$ cat src/rtl/sample_packer.sv
// sample_packer: packs WORD_BITS ticked 1-bit samples per channel into words queued in a show-ahead FIFO.
// Optional feature macro: SAMPLE_PACKER_TIMESTAMP_EN adds a per-word tick timestamp (out_timestamp).
module sample_packer #(
    parameter int CHANNELS   = 2,
    parameter int WORD_BITS  = 32,
    parameter int FIFO_DEPTH = 4
) (
    input  logic                                clk,
    input  logic                                reset_n,
    input  logic                                enable,
    input  logic                                tick,
    input  logic [CHANNELS-1:0]                 sample_in,
    output logic [CHANNELS*WORD_BITS-1:0]       out_data,
    output logic                                out_valid,
    input  logic                                out_ready,
    output logic [$clog2(FIFO_DEPTH):0]         fill,
    output logic [15:0]                         dropped
`ifdef SAMPLE_PACKER_TIMESTAMP_EN
    ,
    output logic [31:0]                         out_timestamp
`endif
);

    localparam int DW = CHANNELS * WORD_BITS;
    localparam int CW = $clog2(WORD_BITS);
    localparam int PW = $clog2(FIFO_DEPTH);

    logic [CW-1:0] bit_cnt_r;
    logic [DW-1:0] shift_r;
    logic [DW-1:0] next_shift_s;
    logic [DW-1:0] mem_r [FIFO_DEPTH];
    logic [PW-1:0] wr_ptr_r;
    logic [PW-1:0] rd_ptr_r;
    logic [PW:0]   fill_r;
    logic [15:0]   dropped_r;
    logic          capture_s;
    logic          complete_s;
    logic          full_s;
    logic          pop_s;
    logic          push_s;
    logic          drop_s;

    assign capture_s  = enable && tick;
    assign complete_s = capture_s && (bit_cnt_r == CW'(WORD_BITS - 1));
    assign full_s     = (fill_r == (PW + 1)'(FIFO_DEPTH));
    assign pop_s      = (fill_r != '0) && out_ready;
    assign push_s     = complete_s && (!full_s || pop_s);
    assign drop_s     = complete_s && !push_s;

    assign out_data  = mem_r[rd_ptr_r];
    assign out_valid = (fill_r != '0);
    assign fill      = fill_r;
    assign dropped   = dropped_r;

    // Shift image with the current sample written at bit_cnt (completed word when bit_cnt is last)
    always_comb begin
        next_shift_s = shift_r;
        for (int c = 0; c < CHANNELS; c++) begin
            next_shift_s[c*WORD_BITS + int'(bit_cnt_r)] = sample_in[c];
        end
    end

    // Bit counter and per-channel shift registers; disabling abandons the partial word
    always_ff @(posedge clk) begin
        if (!reset_n) begin
            bit_cnt_r <= '0;
            shift_r   <= '0;
        end else if (!enable) begin
            bit_cnt_r <= '0;
        end else if (tick) begin
            shift_r <= next_shift_s;
            if (complete_s) begin
                bit_cnt_r <= '0;
            end else begin
                bit_cnt_r <= bit_cnt_r + CW'(1);
            end
        end else begin
            bit_cnt_r <= bit_cnt_r;
        end
    end

    // Show-ahead FIFO storage, pointers and occupancy
    always_ff @(posedge clk) begin
        if (!reset_n) begin
            wr_ptr_r <= '0;
            rd_ptr_r <= '0;
            fill_r   <= '0;
            for (int i = 0; i < FIFO_DEPTH; i++) begin
                mem_r[i] <= '0;
            end
        end else begin
            if (push_s) begin
                mem_r[wr_ptr_r] <= next_shift_s;
                wr_ptr_r        <= wr_ptr_r + PW'(1);
            end
            if (pop_s) begin
                rd_ptr_r <= rd_ptr_r + PW'(1);
            end
            case ({push_s, pop_s})
                2'b10:   fill_r <= fill_r + (PW + 1)'(1);
                2'b01:   fill_r <= fill_r - (PW + 1)'(1);
                default: fill_r <= fill_r;
            endcase
        end
    end

    // Saturating count of words lost to a full FIFO
    always_ff @(posedge clk) begin
        if (!reset_n) begin
            dropped_r <= 16'h0000;
        end else if (drop_s && (dropped_r != 16'hFFFF)) begin
            dropped_r <= dropped_r + 16'h0001;
        end else begin
            dropped_r <= dropped_r;
        end
    end

`ifdef SAMPLE_PACKER_TIMESTAMP_EN
    logic [31:0] tick_cnt_r;
    logic [31:0] ts_start_r;
    logic [31:0] ts_mem_r [FIFO_DEPTH];
    logic [31:0] word_ts_s;

    // A word's stamp is the counter value at its bit-0 sample
    assign word_ts_s     = (bit_cnt_r == '0) ? tick_cnt_r : ts_start_r;
    assign out_timestamp = ts_mem_r[rd_ptr_r];

    // Free-running accepted-tick counter and per-entry timestamp storage
    always_ff @(posedge clk) begin
        if (!reset_n) begin
            tick_cnt_r <= 32'h0000_0000;
            ts_start_r <= 32'h0000_0000;
            for (int i = 0; i < FIFO_DEPTH; i++) begin
                ts_mem_r[i] <= 32'h0000_0000;
            end
        end else begin
            if (capture_s) begin
                tick_cnt_r <= tick_cnt_r + 32'h0000_0001;
                ts_start_r <= word_ts_s;
            end
            if (push_s) begin
                ts_mem_r[wr_ptr_r] <= word_ts_s;
            end
        end
    end
`else
    // Timestamp counter and storage are not built in this configuration.
`endif

endmodule

$ cat config.mk
export PLATFORM = sky130hd
export DESIGN_NAME = sample_packer
export DESIGN_NICKNAME = d
export VERILOG_FILES = /design/src/rtl/sample_packer.sv
export SDC_FILE = /design/constraint.sdc
export NUM_CORES = 1
export LEC_CHECK = 0
export CORE_MARGIN = 1
export CORE_UTILIZATION = 30
export DETAILED_ROUTE_END_ITERATION = 10
export GPL_ROUTABILITY_DRIVEN = 0
export PLACE_DENSITY = 0.53
export SLEW_MARGIN = 10
export SYNTH_ARGS = -nofsm -noshare
export SYNTH_HDL_FRONTEND = slang
export SYNTH_SLANG_ARGS = --single-unit
$ cat constraint.sdc
create_clock -name clk -period 12.72 [get_ports clk]
set_clock_uncertainty 0.1 [all_clocks]
set_input_delay 2.544 -clock clk [delete_from_list [all_inputs] [get_ports clk]]
set_output_delay 2.544 -clock clk [all_outputs]
set_load 0.05 [all_outputs]
==> implementation parameters, run 1 <==
Parameter                              Value

Run status
  Status    finished clean

Setup path
  Cell family contributing the most delay on the critical path    buffers and inverters
  Most used cell along the critical path    buf_4
  Crit path buffers/inverters    4
  Largest stage delay on the critical path    between 0.7 and 0.8 ns
  Category of the worst setup path capture point    flop
  Register-to-register setup slack    7.48 ns
  Worst path arrival time    ~6.6 ns
  Critical path class    in -> reg
  Critical Path RT    12.82 ns
  Critical-path cell with the highest stage delay    buf_4
  RR Startpoint    bit_cnt_r[0]
  Crit start category    input pin
  Endpoint of the lowest-slack register-to-register path    mem_r[1][51]
  Crit-path cells    clkdlybuf4s50_1 -> or4b_4 -> nand3_2 -> buf_4 -> or3b_2 -> buf_4 -> nand2_2 -> buf_4
  Largest fanout of any net on the critical path    67
  Reg2reg path depth    10

Final layout
  Final Non-Filler Cells    1879
  Area grow syn2layout    18.5%
  Total inserted antenna cells    0
  Net count, final    around 1200
  Share of layout cells above drive strength 1    0.123

Power
  Peak ir drop on the vdd network    0.148 mV
  Pwr dens    180 nW/µm²
  Pleak    5.55 nW

Yosys
  Commonest cells in the netlist    nor2_1, edfxtp_1, dfxtp_1
  Fraction of the yosys area taken by sequential cells    0.644
  Most used standard cell by instance count after synthesis    nor2_1
  Distinct cell type count after synthesis    42
  Number of warning messages in the yosys log    0
  Mean Syn Cell Area    13.2 µm²
  Async S/R FF share, synth    0
  Synthesized net count    between 1000 and 1500
  Post-synth top area cell    edfxtp_1
  Gate count of the mapped netlist    1129
  Cell types occupying the most area after synthesis    edfxtp_1, dfxtp_1, mux4_2
  Area share of the largest cell type after synthesis    0.517
  Synth Flop Type    edfxtp_1
  Mapped cell area    14900 µm²
  Yosys reg bits    350
  Count of flip-flops with a built-in enable after synthesis    about 260

Place
  Worst setup slack after placement    5.59 ns
  Number of placed instances, taps included    1808
  IO buf count    90
  Detailed placement HPWL    20300 µm

Floorplan
  Area enclosed by the die boundary    50400 µm²
  Floorplan Core Area    ~49000 µm²
  # rows    just over 80
  Initial standard-cell utilization of the core    0.304
  Count of pins on the block boundary    91
  Die span in y    about 220 µm
  Die Span X    between 200 and 250 µm

Routing
  Drt drc    0
  Per-cell routed wire length    20.0 µm
  Vias after detailed routing    9309
  Post-Route WL    about 37000 µm
  Mean number of vias per cell    4.95
  Count of TritonRoute iterations in the first routing pass    5
  Number of DRC violations after detailed-routing iteration 0    around 660
  Antenna-violating nets left    0

CTS
  CTS Root Cell    clkbuf_16
  CTS tree    yes
  Clock slew at reported path FFs    0.06 ns
  Num CTS Buffers    39
  Hold buffer count at cts    0
  Post-cts sizing count    0
  Clk Latency, worst-skew pair    0.54 ns
  CTS Sinks    350
  Bufs on Longest Clock Path    3
  Setup bufs post-CTS    0
  Number of H-tree levels    2

Timing
  Hold Worst Slack    approximately 0.4 ns
  Period Utilization, post-route    0.512
  Transition time at the pin with the least slew margin    1.10 ns
  Max-slew headroom    0.266
  Hold Vio Cnt, Final    0
  Final setup viols    0
  Setup_tns    0 ns
  Final Max Slew Viols    0
  Top achievable clock speed    between 150 and 200 MHz
  Final critical delay including setup and external delays    approximately 6.5 ns
  Unrepaired setup endpoints after global routing    no
  Worst setup margin    ~6.2 ns

Hold path
  Worst Hold Path Cells    2
  Startpoint of the tightest hold check path    shift_r[44]
  Worst Hold Endpoint    shift_r[44]
  Worst min path class    reg -> reg

GRT
  Total routing usage reported by global routing    0.150
  Vias in the first global route    9463
  Initial antenna violation count    1
  Wire length of the first global-routing pass    57800 µm
  GR Overflow Total    0
  Maximum number of pins on one net before global-route repair    75

Job
  Number of max-capacitance violations reported    0
[kinds of logic (layout without fill, tap and decap cells)]
group	Yosys count	in the layout	synth area share
xor+xnor	4	4	0.00236
buf+inv	100	186	0.0254
fa+ha+maj	7	7	0.00640
mux	134	134	0.144
simple gates	431	431	0.129
compound gates	103	103	0.0487
flops	350	350	0.644
[cell type report]
cell class | instances | area [µm²]
Multi-Input combinational cell | 679 | 4960
Inverter | 11 | 41.3
Fill cell | 4736 | 31300
Clock inverter | 14 | 111
Clock buffer | 57 | 1090
Tap cell | 664 | 831
Sequential cell | 350 | 9570
Timing Repair Buffer | 104 | 996
[cells in the final DEF (no fill, tap or decap), drive strengths merged, types with 3 or more instances in the layout]
cell type / Yosys / layout
nand2: 15 / 15
and3: 3 / 3
nand2b: 4 / 4
a211oi: 64 / 64
dfxtp: 94 / 94
or3: 8 / 8
edfxtp: 256 / 256
o31ai: 8 / 8
nand4b: 12 / 12
mux4: 64 / 64
nor4bb: 9 / 9
nor4: 4 / 4
inv: 11 / 12
buf: 16 / 16
nor2: 329 / 329
nand3: 9 / 9
clkdlybuf4s50: 0 / 88
ha: 6 / 6
nor3: 6 / 6
or4: 10 / 10
nor4b: 5 / 5
clkinv: 0 / 12
o21ai: 8 / 8
clkbuf: 73 / 57
nand4: 10 / 10
mux2i: 70 / 70
a21oi: 16 / 16
[flip-flops by register name (all words and copies together), names as in the netlist, named ones only]
register / flops
bit_cnt_r: 5
dropped: 16
fill: 3
mem_r: 256
rd_ptr_r: 2
shift_r: 64
wr_ptr_r: 2
[worst register-to-register path, delay by kind of cell (launching register included)]
kind	cells	cell delay, ns
and+or+nand+nor	5	1.89
buffers and inverters	3	1.50
adders and majority gates	2	0.90
DFF	1	0.43
[how the worst max path moves through the flow]
stage	to	from	cells after the start
final	mem_r[1][51]	out_ready	8
after global routing	mem_r[1][51]	out_ready	8
after CTS	mem_r[1][4]	out_ready	8
after detailed placement	mem_r[1][37]	out_ready	8
after global placement	mem_r[1][15]	out_ready	8
after floorplan	mem_r[3][0]	tick	4
[layer usage]
metal	track usage	wire [µm]	up-vias
li1	-	-	4304
met1	0.212	17100	4668
met2	0.237	17300	288
met3	0.0329	2570	47
met4	0.0303	492	2
met5	0	17	-
[report_power, final]
group	total [W]	switching [W]	internal (W)	leakage, nW
Combinational	0.000760	0.000476	0.000284	1.77
Sequential	0.00134	0.0000523	0.00128	3.20
Clock	0.00107	0.000452	0.000620	0.588
Total	0.00317	0.000981	0.00219	5.55
[metrics by stage]
step,util,total power [W],instance area [µm²]
after floorplan,-,0.00189,14900
after global placement,0.335,0.00213,16400
after detailed placement,0.335,0.00214,16400
after CTS,0.360,0.00321,17600
after global routing,0.360,0.00329,17600
final,0.360,0.00317,17600
No activity file was read; power rests on OpenSTA's default activity.
==> run 2, diff against run 1 <==
clock period = 6.05 ns   (was 12.72 ns; I/O delays follow)
==> run 2 against run 1 <==
Worst setup slack worse by 4.7 ns. Cell area is 0.86% higher. Non-clock buffer count is 8 higher. Sequential cell count stayed put. Final cell count is 0.53% higher. Worst hold slack better by 0.0014 ns.
==> implementation parameters, run 2 (synthesis gave the netlist of run 1 again) <==
Parameter                              Value

Setup path
  Critical-path cell with the highest stage delay    dfxtp_4
  Cell family contributing the most delay on the critical path    buffers and inverters
  Worst path arrival time    3.24 ns (-3.37 ns)
  Crit start category    flop
  Register-to-register setup slack    2.27 ns (-5.21 ns)
  Largest fanout of any net on the critical path    36 (-46%)
  Critical Path RT    4.74 ns (-8.08 ns)
  Crit path buffers/inverters    2 (-2)
  Endpoint of the lowest-slack register-to-register path    mem_r[2][12]
  Largest stage delay on the critical path    0.89 ns (+0.12 ns)
  RR Startpoint    bit_cnt_r[3]
  Category of the worst setup path capture point    primary output
  Crit-path cells    buf_4 -> mux4_2 -> clkdlybuf4s50_1
  Reg2reg path depth    9 (-1)
  Critical path class    reg -> out

Routing
  Vias after detailed routing    9387 (+0.84%)
  Antenna-violating nets left    0 (unchanged)
  Total routed wire length on the met1 layer    17800 µm (+4.2%)
  Sum of met2 wire segment lengths after detailed routing    17700 µm (+2.5%)
  Met3 WL post-DR    2090 µm (-18%)
  Mean number of vias per cell    4.97 (+0.30%)
  Per-cell routed wire length    20.2 µm (+1.2%)
  Drt drc    0 (unchanged)
  Count of TritonRoute iterations in the first routing pass    5 (unchanged)
  Top Layer Used    met4
  Post-Route WL    38100 µm (+1.8%)
  Number of DRC violations after detailed-routing iteration 0    599 (-9.1%)

Hold path
  Worst Hold Path Cells    2 (unchanged)
  Startpoint of the tightest hold check path    shift_r[9]
  Worst Hold Endpoint    shift_r[9]
  Worst min path class    reg -> reg

Power
  Switch Pwr    0.00208 W (+110%)
  Share of power burned in registers    0.419 (-0.003)
  Cell-internal power    0.00468 W (+110%)
  Pleak    5.64 nW (+1.6%)
  Combinational group share of total power    0.234 (-0.006)
  Sw Share    0.308 (-0.00191)
  Clock power share    0.346 (+0.008)
  Peak ir drop on the vdd network    0.255 mV (+72%)
  Post-layout power    0.00676 W (+110%)
  Pwr dens    381 nW/µm² (+110%)

Timing
  Top achievable clock speed    220 MHz
  Period Utilization, post-route    0.751
  Max-slew headroom    0.244 (-0.0228)
  Final setup viols    0 (unchanged)
  Final critical delay including setup and external delays    about 4.5 ns
  Transition time at the pin with the least slew margin    1.13 ns (+0.0342 ns)
  Unrepaired setup endpoints after global routing    no
  Setup_tns    0 ns (unchanged)
  Final Max Slew Viols    0 (unchanged)
  Hold Vio Cnt, Final    0 (unchanged)

CTS
  Hold buffer count at cts    0 (unchanged)
  Clk Latency, worst-skew pair    0.54 ns (about the same)
  Clock slew at reported path FFs    0.06 ns (about the same)
  CTS tree    yes
  Setup bufs post-CTS    0 (unchanged)
  CTS Sinks    350 (unchanged)
  Post-cts sizing count    0 (unchanged)
  Number of H-tree levels    2 (unchanged)
  Num CTS Buffers    40 (+2.6%)
  CTS Root Cell    clkbuf_16
  Bufs on Longest Clock Path    3 (unchanged)

Final layout
  Register with the highest flop count    mem_r
  Max FFs per register    256 (unchanged)
  Net count, final    1208 (+0.75%)
  Total inserted antenna cells    0 (unchanged)
  Area grow syn2layout    19.5%
  Share of layout cells above drive strength 1    0.134 (+0.0104)
  Most common cell after layout, fill and taps aside    nor2_1
  Most frequent cells in the layout    nor2_1, edfxtp_1, dfxtp_1

GRT
  Vias in the first global route    9536 (+0.77%)
  Initial antenna violation count    0 (-1)
  Maximum number of pins on one net before global-route repair    95 (+27%)
  Total routing usage reported by global routing    0.153 (+0.00261)
  Wire length of the first global-routing pass    58700 µm (+1.6%)
  GR Overflow Total    0 (unchanged)

Floorplan
  Die Span X    225 µm (unchanged)
  Die span in y    225 µm (unchanged)
  Floorplan Core Area    49000 µm² (unchanged)
  Area enclosed by the die boundary    50400 µm² (unchanged)
  Initial standard-cell utilization of the core    0.304 (unchanged)
  Count of pins on the block boundary    91 (unchanged)
  # rows    81 (unchanged)

Place
  Detailed placement HPWL    20800 µm (+2.3%)
  IO buf count    90 (unchanged)

Job
  Number of max-capacitance violations reported    0 (unchanged)

Run status
  Status    finished clean
## run 2: changes by cell type in the layout (fill, tap and decap cells not counted), sizes merged
cell	change
buf	+8
inv	+1
clkbuf	-4
bufinv	+1
clkinv	+4
## run 2: area by class of cell
type | instances | area (µm²)
clock buffers | 53 | 1110
clock inverters | 20 | 156
fillers | 4720 | 31200
inverters | 11 | 41.3
multi-input cells | 679 | 4950
flip-flops and latches | 350 | 9570
well taps | 664 | 831
repair buffers | 112 | 1090
## run 2: metal layers
metal	up-vias	track usage
met5	-	0
met4	0	0.0327
met3	38	0.0277
met2	237	0.239
met1	4782	0.220
li1	4330	-
## run 2: through the flow
| step | instances | util | hold slack, ns | instance area (µm²) | worst slack, ns |
|---|---|---|---|---|---|
| floorplan | 1129 | - | 0.377 | 14900 | 0.748 |
| global placement | 1816 | 0.337 | 0.382 | 16500 | 1.56 |
| detailed placement | 1816 | 0.337 | 0.390 | 16500 | 1.51 |
| CTS | 1889 | 0.363 | 0.398 | 17800 | 1.37 |
| global route | 1889 | 0.363 | 0.412 | 17800 | 1.31 |
| finish | 1889 | 0.363 | 0.398 | 17800 | 1.50 |
## run 2: worst max-delay path by stage
stage / startpoint / to / slack (ns) / cells past startpoint
floorplan: tick / mem_r[3][0] / 0.75 / 4
global placement: tick / mem_r[2][38] / 1.56 / 7
detailed placement: tick / mem_r[2][6] / 1.51 / 7
CTS: flop / out_data[39] / 1.37 / 3
global route: flop / out_data[39] / 1.31 / 3
finish: flop / out_data[39] / 1.50 / 3
## run 2: power by group through the flow
stage | Sequential [W] | Clock [W] | Combinational [W]
final | 0.00284 | 0.00234 | 0.00159
after global routing | 0.00286 | 0.00248 | 0.00167
after CTS | 0.00284 | 0.00239 | 0.00162
after detailed placement | 0.00289 | 0 | 0.00161
after global placement | 0.00289 | 0 | 0.00161
after floorplan | 0.00282 | 0 | 0.00115
## run 2: worst reg2reg max path, delay by kind of cell (launching register included)
family / cells / cell delay [ns]
adder cells (fa/ha/maj): 1 / 0.25
AND/OR/NAND/NOR: 5 / 1.66
flip-flops: 1 / 0.31
buffers and inverters: 3 / 1.11
